$ cat src/rtl/fetch_decode_pipe.sv
// -----------------------------------------------------------------------------
// fetch_decode_pipe
//
// Instruction fetch + decode front end with a registered IF/ID boundary.
// Owns the PC, presents it combinationally as the instruction-memory address,
// decodes the returned word and registers the control/operand bundle that the
// execute stage consumes.
//
// Update priority per edge: redirect > stall > advance.
//   - redirect: PC <= target, ID becomes a bubble (one-cycle penalty).
//   - stall:    PC and every ID register hold.
//   - advance:  PC <= PC + 4 (wraps), ID loads the decode of instr_data_i.
//
// Optional feature macro: ILLEGAL_TRAP_EN
//   defined   : an illegal decode halts the block (HALT state), illegal_o is
//               sticky, PC frozen at offending address + 4, redirect/stall are
//               ignored; only rst_n leaves HALT.
//   undefined : an illegal word becomes a bubble, illegal_o pulses for that
//               ID cycle and fetch carries on.
//
// Ports
//   clk, rst_n            clock, async active-low reset
//   stall_i               hold PC and IF/ID register
//   redirect_i            taken branch/jump resolved downstream
//   redirect_pc_i         redirect target
//   instr_addr_o          PC (combinational copy of the PC register)
//   instr_data_i          instruction word for instr_addr_o, same cycle
//   id_valid_o            ID bundle holds a real instruction
//   id_pc_o               PC of the ID instruction
//   rs1_o, rs2_o, rd_o    register indices
//   imm_o                 sign-extended immediate
//   reg_write_o .. jump_o control bits (write/mem/branch/jump gated by valid)
//   alu_ctrl_o            000 add 001 sub 010 and 011 or 100 xor 101 slt
//                         110 sll 111 srl
//   illegal_o             illegal-instruction flag
// -----------------------------------------------------------------------------
module fetch_decode_pipe #(
  parameter int                       ADDRESS_WIDTH = 32,
  parameter int                       DATA_WIDTH    = 32,
  parameter logic [ADDRESS_WIDTH-1:0] RESET_PC      = '0
) (
  input  logic                     clk,
  input  logic                     rst_n,
  input  logic                     stall_i,
  input  logic                     redirect_i,
  input  logic [ADDRESS_WIDTH-1:0] redirect_pc_i,
  output logic [ADDRESS_WIDTH-1:0] instr_addr_o,
  input  logic [DATA_WIDTH-1:0]    instr_data_i,
  output logic                     id_valid_o,
  output logic [ADDRESS_WIDTH-1:0] id_pc_o,
  output logic [4:0]               rs1_o,
  output logic [4:0]               rs2_o,
  output logic [4:0]               rd_o,
  output logic [DATA_WIDTH-1:0]    imm_o,
  output logic                     reg_write_o,
  output logic                     alu_src_o,
  output logic                     mem_write_o,
  output logic                     mem_to_reg_o,
  output logic                     branch_o,
  output logic                     jump_o,
  output logic [2:0]               alu_ctrl_o,
  output logic                     illegal_o
);

  // Opcodes
  localparam logic [6:0] OP_R      = 7'b0110011;
  localparam logic [6:0] OP_I      = 7'b0010011;
  localparam logic [6:0] OP_LOAD   = 7'b0000011;
  localparam logic [6:0] OP_STORE  = 7'b0100011;
  localparam logic [6:0] OP_BRANCH = 7'b1100011;
  localparam logic [6:0] OP_LUI    = 7'b0110111;
  localparam logic [6:0] OP_JAL    = 7'b1101111;

  // ALU encodings
  localparam logic [2:0] ALU_ADD = 3'b000;
  localparam logic [2:0] ALU_SUB = 3'b001;
  localparam logic [2:0] ALU_AND = 3'b010;
  localparam logic [2:0] ALU_OR  = 3'b011;
  localparam logic [2:0] ALU_XOR = 3'b100;
  localparam logic [2:0] ALU_SLT = 3'b101;
  localparam logic [2:0] ALU_SLL = 3'b110;
  localparam logic [2:0] ALU_SRL = 3'b111;

  // Registered IF/ID bundle
  typedef struct packed {
    logic                     valid;
    logic                     illegal;
    logic [ADDRESS_WIDTH-1:0] pc;
    logic [4:0]               rs1;
    logic [4:0]               rs2;
    logic [4:0]               rd;
    logic [DATA_WIDTH-1:0]    imm;
    logic                     reg_write;
    logic                     alu_src;
    logic                     mem_write;
    logic                     mem_to_reg;
    logic                     branch;
    logic                     jump;
    logic [2:0]               alu_ctrl;
  } id_t;

  logic [ADDRESS_WIDTH-1:0] pc_q, pc_d;
  id_t                      id_q, id_d;
  id_t                      dec;
  logic                     dec_illegal;
  logic                     halted;
  logic                     advance;

  // ---------------------------------------------------------------------------
  // Decode
  // ---------------------------------------------------------------------------
  logic [6:0]  opcode;
  logic [2:0]  funct3;
  logic [6:0]  funct7;
  logic [31:0] imm_i, imm_s, imm_b, imm_u, imm_j;

  assign opcode = instr_data_i[6:0];
  assign funct3 = instr_data_i[14:12];
  assign funct7 = instr_data_i[31:25];

  assign imm_i = {{20{instr_data_i[31]}}, instr_data_i[31:20]};
  assign imm_s = {{20{instr_data_i[31]}}, instr_data_i[31:25], instr_data_i[11:7]};
  assign imm_b = {{19{instr_data_i[31]}}, instr_data_i[31], instr_data_i[7],
                  instr_data_i[30:25], instr_data_i[11:8], 1'b0};
  assign imm_u = {instr_data_i[31:12], 12'b0};
  assign imm_j = {{11{instr_data_i[31]}}, instr_data_i[31], instr_data_i[19:12],
                  instr_data_i[20], instr_data_i[30:21], 1'b0};

  // funct3 -> ALU op for the shared R/I operation set (sub handled separately)
  function automatic logic [2:0] alu_of(input logic [2:0] f3);
    case (f3)
      3'b000:  alu_of = ALU_ADD;
      3'b001:  alu_of = ALU_SLL;
      3'b010:  alu_of = ALU_SLT;
      3'b100:  alu_of = ALU_XOR;
      3'b101:  alu_of = ALU_SRL;
      3'b110:  alu_of = ALU_OR;
      3'b111:  alu_of = ALU_AND;
      default: alu_of = ALU_ADD;
    endcase
  endfunction

  // Widen a 32-bit immediate to DATA_WIDTH with sign extension
  function automatic logic [DATA_WIDTH-1:0] sext(input logic [31:0] v);
    sext = DATA_WIDTH'(signed'(v));
  endfunction

  always_comb begin
    dec         = '0;
    dec_illegal = 1'b0;
    dec.rd      = instr_data_i[11:7];
    dec.rs1     = instr_data_i[19:15];
    dec.rs2     = instr_data_i[24:20];
    case (opcode)
      OP_R: begin
        dec.reg_write = 1'b1;
        // funct3 011 (sltu) and funct7[5] variants other than sub are not supported
        if (funct7 == 7'b0000000 && funct3 != 3'b011)
          dec.alu_ctrl = alu_of(funct3);
        else if (funct7 == 7'b0100000 && funct3 == 3'b000)
          dec.alu_ctrl = ALU_SUB;
        else
          dec_illegal = 1'b1;
      end
      OP_I: begin
        dec.reg_write = 1'b1;
        dec.alu_src   = 1'b1;
        dec.imm       = sext(imm_i);
        // shifts carry funct7 in the immediate; only the logical form is legal
        if (funct3 == 3'b011)
          dec_illegal = 1'b1;
        else if ((funct3 == 3'b001 || funct3 == 3'b101) && funct7 != 7'b0000000)
          dec_illegal = 1'b1;
        else
          dec.alu_ctrl = alu_of(funct3);
      end
      OP_LOAD: begin
        dec.reg_write  = 1'b1;
        dec.alu_src    = 1'b1;
        dec.mem_to_reg = 1'b1;
        dec.imm        = sext(imm_i);
      end
      OP_STORE: begin
        dec.alu_src   = 1'b1;
        dec.mem_write = 1'b1;
        dec.imm       = sext(imm_s);
      end
      OP_BRANCH: begin
        dec.branch   = 1'b1;
        dec.alu_ctrl = ALU_SUB;
        dec.imm      = sext(imm_b);
        if (funct3 != 3'b000 && funct3 != 3'b001)
          dec_illegal = 1'b1;
      end
      OP_LUI: begin
        dec.reg_write = 1'b1;
        dec.alu_src   = 1'b1;
        dec.rs1       = 5'd0;
        dec.imm       = sext(imm_u);
      end
      OP_JAL: begin
        dec.reg_write = 1'b1;
        dec.jump      = 1'b1;
        dec.imm       = sext(imm_j);
      end
      default: dec_illegal = 1'b1;
    endcase
    // An illegal word carries no operands or side effects into ID
    if (dec_illegal) dec = '0;
  end

  // ---------------------------------------------------------------------------
  // RUN/HALT control
  // ---------------------------------------------------------------------------
  assign advance = !halted && !redirect_i && !stall_i;

`ifdef ILLEGAL_TRAP_EN
  typedef enum logic {RUN, HALT} state_e;
  state_e state_q, state_d;

  always_ff @(posedge clk or negedge rst_n) begin
    if (!rst_n) state_q <= RUN;
    else        state_q <= state_d;
  end

  always_comb begin
    state_d = state_q;
    if (state_q == RUN && advance && dec_illegal) state_d = HALT;
  end

  always_comb begin
    halted = (state_q == HALT);
  end
`else
  assign halted = 1'b0;
`endif

  // ---------------------------------------------------------------------------
  // PC and IF/ID update
  // ---------------------------------------------------------------------------
  always_comb begin
    pc_d = pc_q;
    id_d = id_q;
    if (halted) begin
      // frozen: PC, illegal flag and the bubble all hold until reset
      id_d.valid = 1'b0;
    end else if (redirect_i) begin
      pc_d         = redirect_pc_i;
      id_d.valid   = 1'b0;
      id_d.illegal = 1'b0;
    end else if (advance) begin
      pc_d         = pc_q + ADDRESS_WIDTH'(4);
      id_d         = dec;
      id_d.pc      = pc_q;
      id_d.valid   = !dec_illegal;
      id_d.illegal = dec_illegal;
    end
  end

  always_ff @(posedge clk or negedge rst_n) begin
    if (!rst_n) begin
      pc_q <= RESET_PC;
      id_q <= '0;
    end else begin
      pc_q <= pc_d;
      id_q <= id_d;
    end
  end

  // ---------------------------------------------------------------------------
  // Outputs; side-effecting controls are masked for bubbles
  // ---------------------------------------------------------------------------
  assign instr_addr_o = pc_q;
  assign id_valid_o   = id_q.valid;
  assign id_pc_o      = id_q.pc;
  assign rs1_o        = id_q.rs1;
  assign rs2_o        = id_q.rs2;
  assign rd_o         = id_q.rd;
  assign imm_o        = id_q.imm;
  assign reg_write_o  = id_q.reg_write & id_q.valid;
  assign alu_src_o    = id_q.alu_src;
  assign mem_write_o  = id_q.mem_write & id_q.valid;
  assign mem_to_reg_o = id_q.mem_to_reg;
  assign branch_o     = id_q.branch & id_q.valid;
  assign jump_o       = id_q.jump & id_q.valid;
  assign alu_ctrl_o   = id_q.alu_ctrl;
  assign illegal_o    = id_q.illegal;

endmodule

$ cat config.mk
export PLATFORM = sky130hd
export DESIGN_NAME = fetch_decode_pipe
export DESIGN_NICKNAME = d
export VERILOG_FILES = /design/src/rtl/fetch_decode_pipe.sv
export SDC_FILE = /design/constraint.sdc
export NUM_CORES = 1
export LEC_CHECK = 0
export ABC_AREA = 0
export CAP_MARGIN = 20
export CORE_MARGIN = 2
export CORE_UTILIZATION = 51
export CTS_CLUSTER_SIZE = 20
export DETAILED_ROUTE_END_ITERATION = 10
export GPL_TIMING_DRIVEN = 0
export PLACE_DENSITY = 0.86
export SLEW_MARGIN = 25
export SYNTH_ARGS = -nofsm -noshare
export SYNTH_HDL_FRONTEND = slang
export SYNTH_SLANG_ARGS = --single-unit
$ cat constraint.sdc
create_clock -name clk -period 4.5 [get_ports clk]
set_input_delay 0.45 -clock clk [delete_from_list [all_inputs] [get_ports clk]]
set_output_delay 0.45 -clock clk [all_outputs]
set_load 0.1 [all_outputs]
# Yosys cells after proc, flatten, opt, wreduce, memory -nomap -nowiden
# Index checks and enable logic that the tools add are counted.
[classes]
addsub = 1
n_eq_ne = 17
mux = 25
n_bitwise = 5
n_reduce_logical = 19
[ops]
columns = ["cell", "count"]
rows = [
  ["$pmux W32 S5", 1],
  ["$mux W90", 1],
  ["$mux W32", 2],
  ["$mux W56", 1],
  ["$add A32 B3 Y32 const B", 1],
  ["$eq A7 B6 Y1 const B", 4],
  ["$pmux W3 S6", 1],
  ["$eq A7 B7 Y1 const B", 2],
  ["$eq A3 B3 Y1 const B", 4],
  ["$mux W1", 12],
  ["$mux W3", 3],
  ["$pmux W3 S3", 1],
  ["$reduce_or A4 Y1", 2],
  ["$eq A7 B2 Y1 const B", 1],
  ["$eq A7 B5 Y1 const B", 1],
  ["$logic_not A7 Y1", 1],
  ["$reduce_bool A7 Y1", 1],
  ["$eq A3 B2 Y1 const B", 2],
  ["$logic_and A1 B1 Y1", 5],
  ["$mux W5", 1],
  ["$reduce_or A5 Y1", 1],
  ["$and A1 B1 Y1", 4],
  ["$pmux W1 S4", 1],
  ["$eq A3 B1 Y1 const B", 1],
  ["other kinds (11)", 13],
]
[totals]
register_bits = 122
inputBits = 68
out_inout_bits = 122
elab_cells = 82

# Logic depth before layout (Yosys ltp)
[logic_depth]
ltp_word = 9
mapped_depth = 9

# Worst setup path after synthesis
# Ideal clock, no wire load.
[synth_path]
path_type = "register to register"
from = "reg pc_q[8] (netlist: instr_addr_o[8])"
to = "reg pc_q[29] (netlist: instr_addr_o[29])"
setup_time_ns = 0.125
arrival_time_ns = 2.517
t_required_ns = 4.375
setup_slack_ns = 1.858
stages_incl_launch_ff = 6
path_buffers = 0
period_less_slack_ns = 2.642
path_cell_list = "dfrtp_1 -> nand3_1 -> nor4_2 -> nand4_1 -> xnor2_1 -> mux2_2"
[synth_between]
elab_chain_cells = 3
[synth_lines]
columns = ["element", "line_no", "source"]
rows = [
  ["start, declared", "102", "logic [ADDRESS_WIDTH-1:0] pc_q, pc_d;"],
  ["start signal, assigned", "265", "pc_q <= pc_d;"],
  ["$add A32 B3 Y32", "252", "pc_d = pc_q + ADDRESS_WIDTH'(4);"],
  ["$mux W32", "251", "end else if (advance) begin"],
  ["$mux W32", "247", "end else if (redirect_i) begin"],
]
# No other way between the ends. The select of a mux whose other input is x is not followed.
# A chain may end at the register's enable or synchronous reset.

# Worst setup path in the final report
[layout_path]
from = "in redirect_i"
to = "reg id_q (netlist bit id_pc_o[11])"
[layout_between]
elab_chain_cells = 3
elab_cells_between_ends = 4
classes_between = "bitwise (1); reduce/logical (3)"
[layout_lines]
columns = ["element", "line_no", "source"]
rows = [
  ["start, declared", "45", "input logic redirect_i,"],
  ["$logic_not A1 Y1", "215", "assign advance = !halted && !redirect_i && !stall_i;"],
  ["$logic_and A1 B1 Y1", "215", ""],
  ["$reduce_and A2 Y1 (no line) *", "-", ""],
  ["end signal, assigned", "266", "id_q <= id_d;"],
  ["end, declared", "103", "id_t id_q, id_d;"],
]
# Mark *: on every way between the ends. The rest lies on a longest branch, timed or not.

==> results.md <==
* GRT overflow at 0
* Layout area overhead at 44.2%
* First drt pass iteration count at 6
* Compound-cell area share of the yosys netlist at 0.135
* Largest cells by area after synthesis: dfrtp_1 (49%), buf_4 (10%), nand2_1 (9.7%)
* Placed Cells at slightly above 1,000
* Final hold violations at 0
* Largest area contributor in the netlist: dfrtp_1
* Status: complete, no violations
* Final setup viols at 0
* Max VDD drop at 0.296 mV
* Hold_buf cts at 1
* Antenna cells at 0
* CTS resizes at 0
* Num CTS Buffers at 17
* Die Width at between 100 and 150 µm
* Worst slew pin tran at ~1.1 ns
* CTS HTree Levels at 4
* Via count at between 5,000 and 6,000
* Main flop type after synthesis: dfrtp_1
* Max Freq at ~370 MHz
* Number of flops mapped to enable cells by yosys at 0
* Gate Count Post-Synth at between 600 and 700
* Skew-Pair Late Insertion Delay at 0.41 ns
* Die height at ~110 µm
* Ys Warns at 0
* RR Startpoint: instr_addr_o[12]
* Antenna violations before repair at 0
* Mapped Area at approximately 6200 µm²
* Reg2Reg Setup Slack at between 1.5 and 2 ns
* PD cells at between 400 and 500 nW/µm²
* Crit path kind: input pin to register
* GRT Resource Usage Total at 0.286
* CTS Root Buffer Type: clkbuf_16
* HP Class: input pin to register
* Final-stage net count at 960
* Initial core utilization at 0.521
* Worst Clk Skew at roughly 0.0075 ns
* Core Region at about 12,000 µm²
* Simple-gate share of the synthesized area at 0.194
* Vias per cell at between 5 and 6
* DR iter-0 viols at approximately 580
* Tmin final at about 2.7 ns
* Die area at about 13,000 µm²
* Routed WL at roughly 18 mm
* Most common cell in the netlist: nand2_1
* Critical path startpoint: redirect_i
* Clock Sinks at roughly 120
* Post-CTS Setup Repair Bufs at 0
* CP required at ~4.9 ns
* Cells on worst reg2reg path at 6
* Drt drc at 0
* Crit. End Element: register
* Global placer's final weighted congestion at a little over 0.9
* Global-route wire length before repair at roughly 29 mm
* Port-buffer cells at between 150 and 200
* Final ANT Viol Nets at 0
* P_leak at 0.00396 µW
* Period utilisation layout at 0.596
* Seq/Total Area, Yosys at 0.489
* Adder-cell area share of the yosys netlist at 0.00201
* Tot Pwr at about 3800 µW
* Fin Setup TNS at 0 ns
* Vias in the first global route at 5,511
* Maxcap violations at 0
* Worst-path clk slew at 0.06 ns
* Fillcell total at around 830
* Commonest cells in the netlist: nand2_1 (161), dfrtp_1 (122), buf_4 (83)
* Layout cells sized above 1 at 0.149
* Worst Path Max Fanout at 10
* Row cnt at 40
* Slew Viols, Final at 0
* Unrepaired setup endpoints after global routing: false
* I/O Pins at 190
* CTS tree: built
* Avg WL per Cell at approximately 17 µm
* Syn_nets at about 750
* Post-DP HPWL at between 10 and 15 mm
* Pin count of the biggest net entering global routing at 70
* XOR/XNOR Fraction of Synth Area at 0.0421
* CP arrival at roughly 3.0 ns
* Yosys reg bits at between 100 and 150
* Slew margin rel. at 0.290
* CP endpoint: id_pc_o[11]
* Largest family of logic cells by synthesized area: simple AND/OR/NAND/NOR gates
* Netlist cell types at 52
* Post-synth top area share at 0.489
* Non-Filler Instances at 1,051
* Mean post-synth cell area at 9.12 µm²
* Post-synthesis mux area share at 0.00702
* Post-route cell area at roughly 9000 µm²
* Reg2reg end: instr_addr_o[31]
* Kind of start point of the critical path: input pin
* Longest Clk Path Bufs at 2
* Async SR Flop Fraction at 1.00
* Placed Area at slightly above 8000 µm²
## layout make-up
class / instances / area, µm² / share of cell area
tap: 147 / 184 / 0.0205
inverter: 9 / 33.8 / 0.00376
buffer: 120 / 782 / 0.0870
sequential: 122 / 3050 / 0.340
timing repair buffer: 188 / 1900 / 0.212
multi-input combinational: 433 / 2370 / 0.263
clock inverter: 13 / 214 / 0.0238
clock buffer: 19 / 453 / 0.0504
## registers in the layout, summed over array words and instances (netlist names)
signal        flops
alu_ctrl_o        3
illegal_o         1
id_pc_o          32
rd_o              5
id_valid_o        1
rs1_o             5
id_q              4
imm_o            32
alu_src_o         1
mem_to_reg_o      1
rs2_o             5
instr_addr_o     32
## critical path, cell delays in order
cell             delay, ns
clkdlybuf4s50_1       0.48
clkbuf_1              0.46
or2_2                 0.21
clkbuf_1              0.19
clkbuf_1              0.54
clkbuf_1              0.46
nand2_1               0.13
nand2_1               0.10
## report_power, final
group | internal, µW | switching, µW | total [µW]
combinational | 292 | 764 | 1060
clock | 1020 | 509 | 1530
sequential | 1170 | 69.3 | 1240
total | 2480 | 1340 | 3820
## cell families (layout without fill, tap and decap cells)
group / Yosys count / in the layout
AND/OR/NAND/NOR: 261 / 261
AO/OA/AOI/OAI: 137 / 137
buffers and inverters: 129 / 349
flip-flops: 122 / 122
XOR/XNOR: 30 / 30
multiplexers: 4 / 4
adder cells (fa/ha/maj): 1 / 1
## placed cells by master (no fill, tap or decap), drive strengths merged, types with 4 or more instances in the layout
cell type      count
clkdlybuf4s50    185
nand4             13
a21oi             25
nand3b             4
nand3             18
a22oi              5
clkbuf            50
buf               91
and3               5
and2              10
bufinv             5
a32o              11
a22o              12
nor2b              4
dfrtp            122
nor4               7
xor2              20
clkinv             4
nor3               7
nor2              16
nand2            161
xnor2             10
inv               11
o21ai             70
## stage by stage
| step | util | setup WS (ns) | hold WS [ns] |
|---|---|---|---|
| 2_1_floorplan | - | 1.86 | 0.154 |
| 3_3_place_gp | 0.692 | -1.78 | 0.458 |
| 3_5_place_dp | 0.695 | 1.46 | 0.395 |
| 4_1_cts | 0.752 | 1.82 | 0.286 |
| 5_1_grt | 0.752 | 1.66 | 0.295 |
| 6_report | 0.752 | 1.82 | 0.288 |
## worst min-delay path by stage
stage / from / endpoint / slack [ns] / depth (start not counted)
after detailed placement: rst_n / id_pc_o[15] / 0.39 / 1
after floorplan: rst_n / alu_ctrl_o[0] / 0.15 / 0
after global routing: instr_data_i[6] / id_q[6] / 0.30 / 2
after global placement: id_pc_o[31] / id_pc_o[31] / 0.46 / 2
after CTS: instr_data_i[6] / id_q[6] / 0.29 / 2
final: instr_data_i[6] / id_q[6] / 0.29 / 2
## layer usage
layer  vias to the layer above  GRT usage  part of all wire
li1                       2672          -                 -
met1                      2751      0.394              0.43
met2                       266      0.435              0.46
met3                        44     0.0688             0.075
met4                         0      0.117             0.033
met5                         -          0                 0
Note: power is estimated with default switching activity, not from simulation.
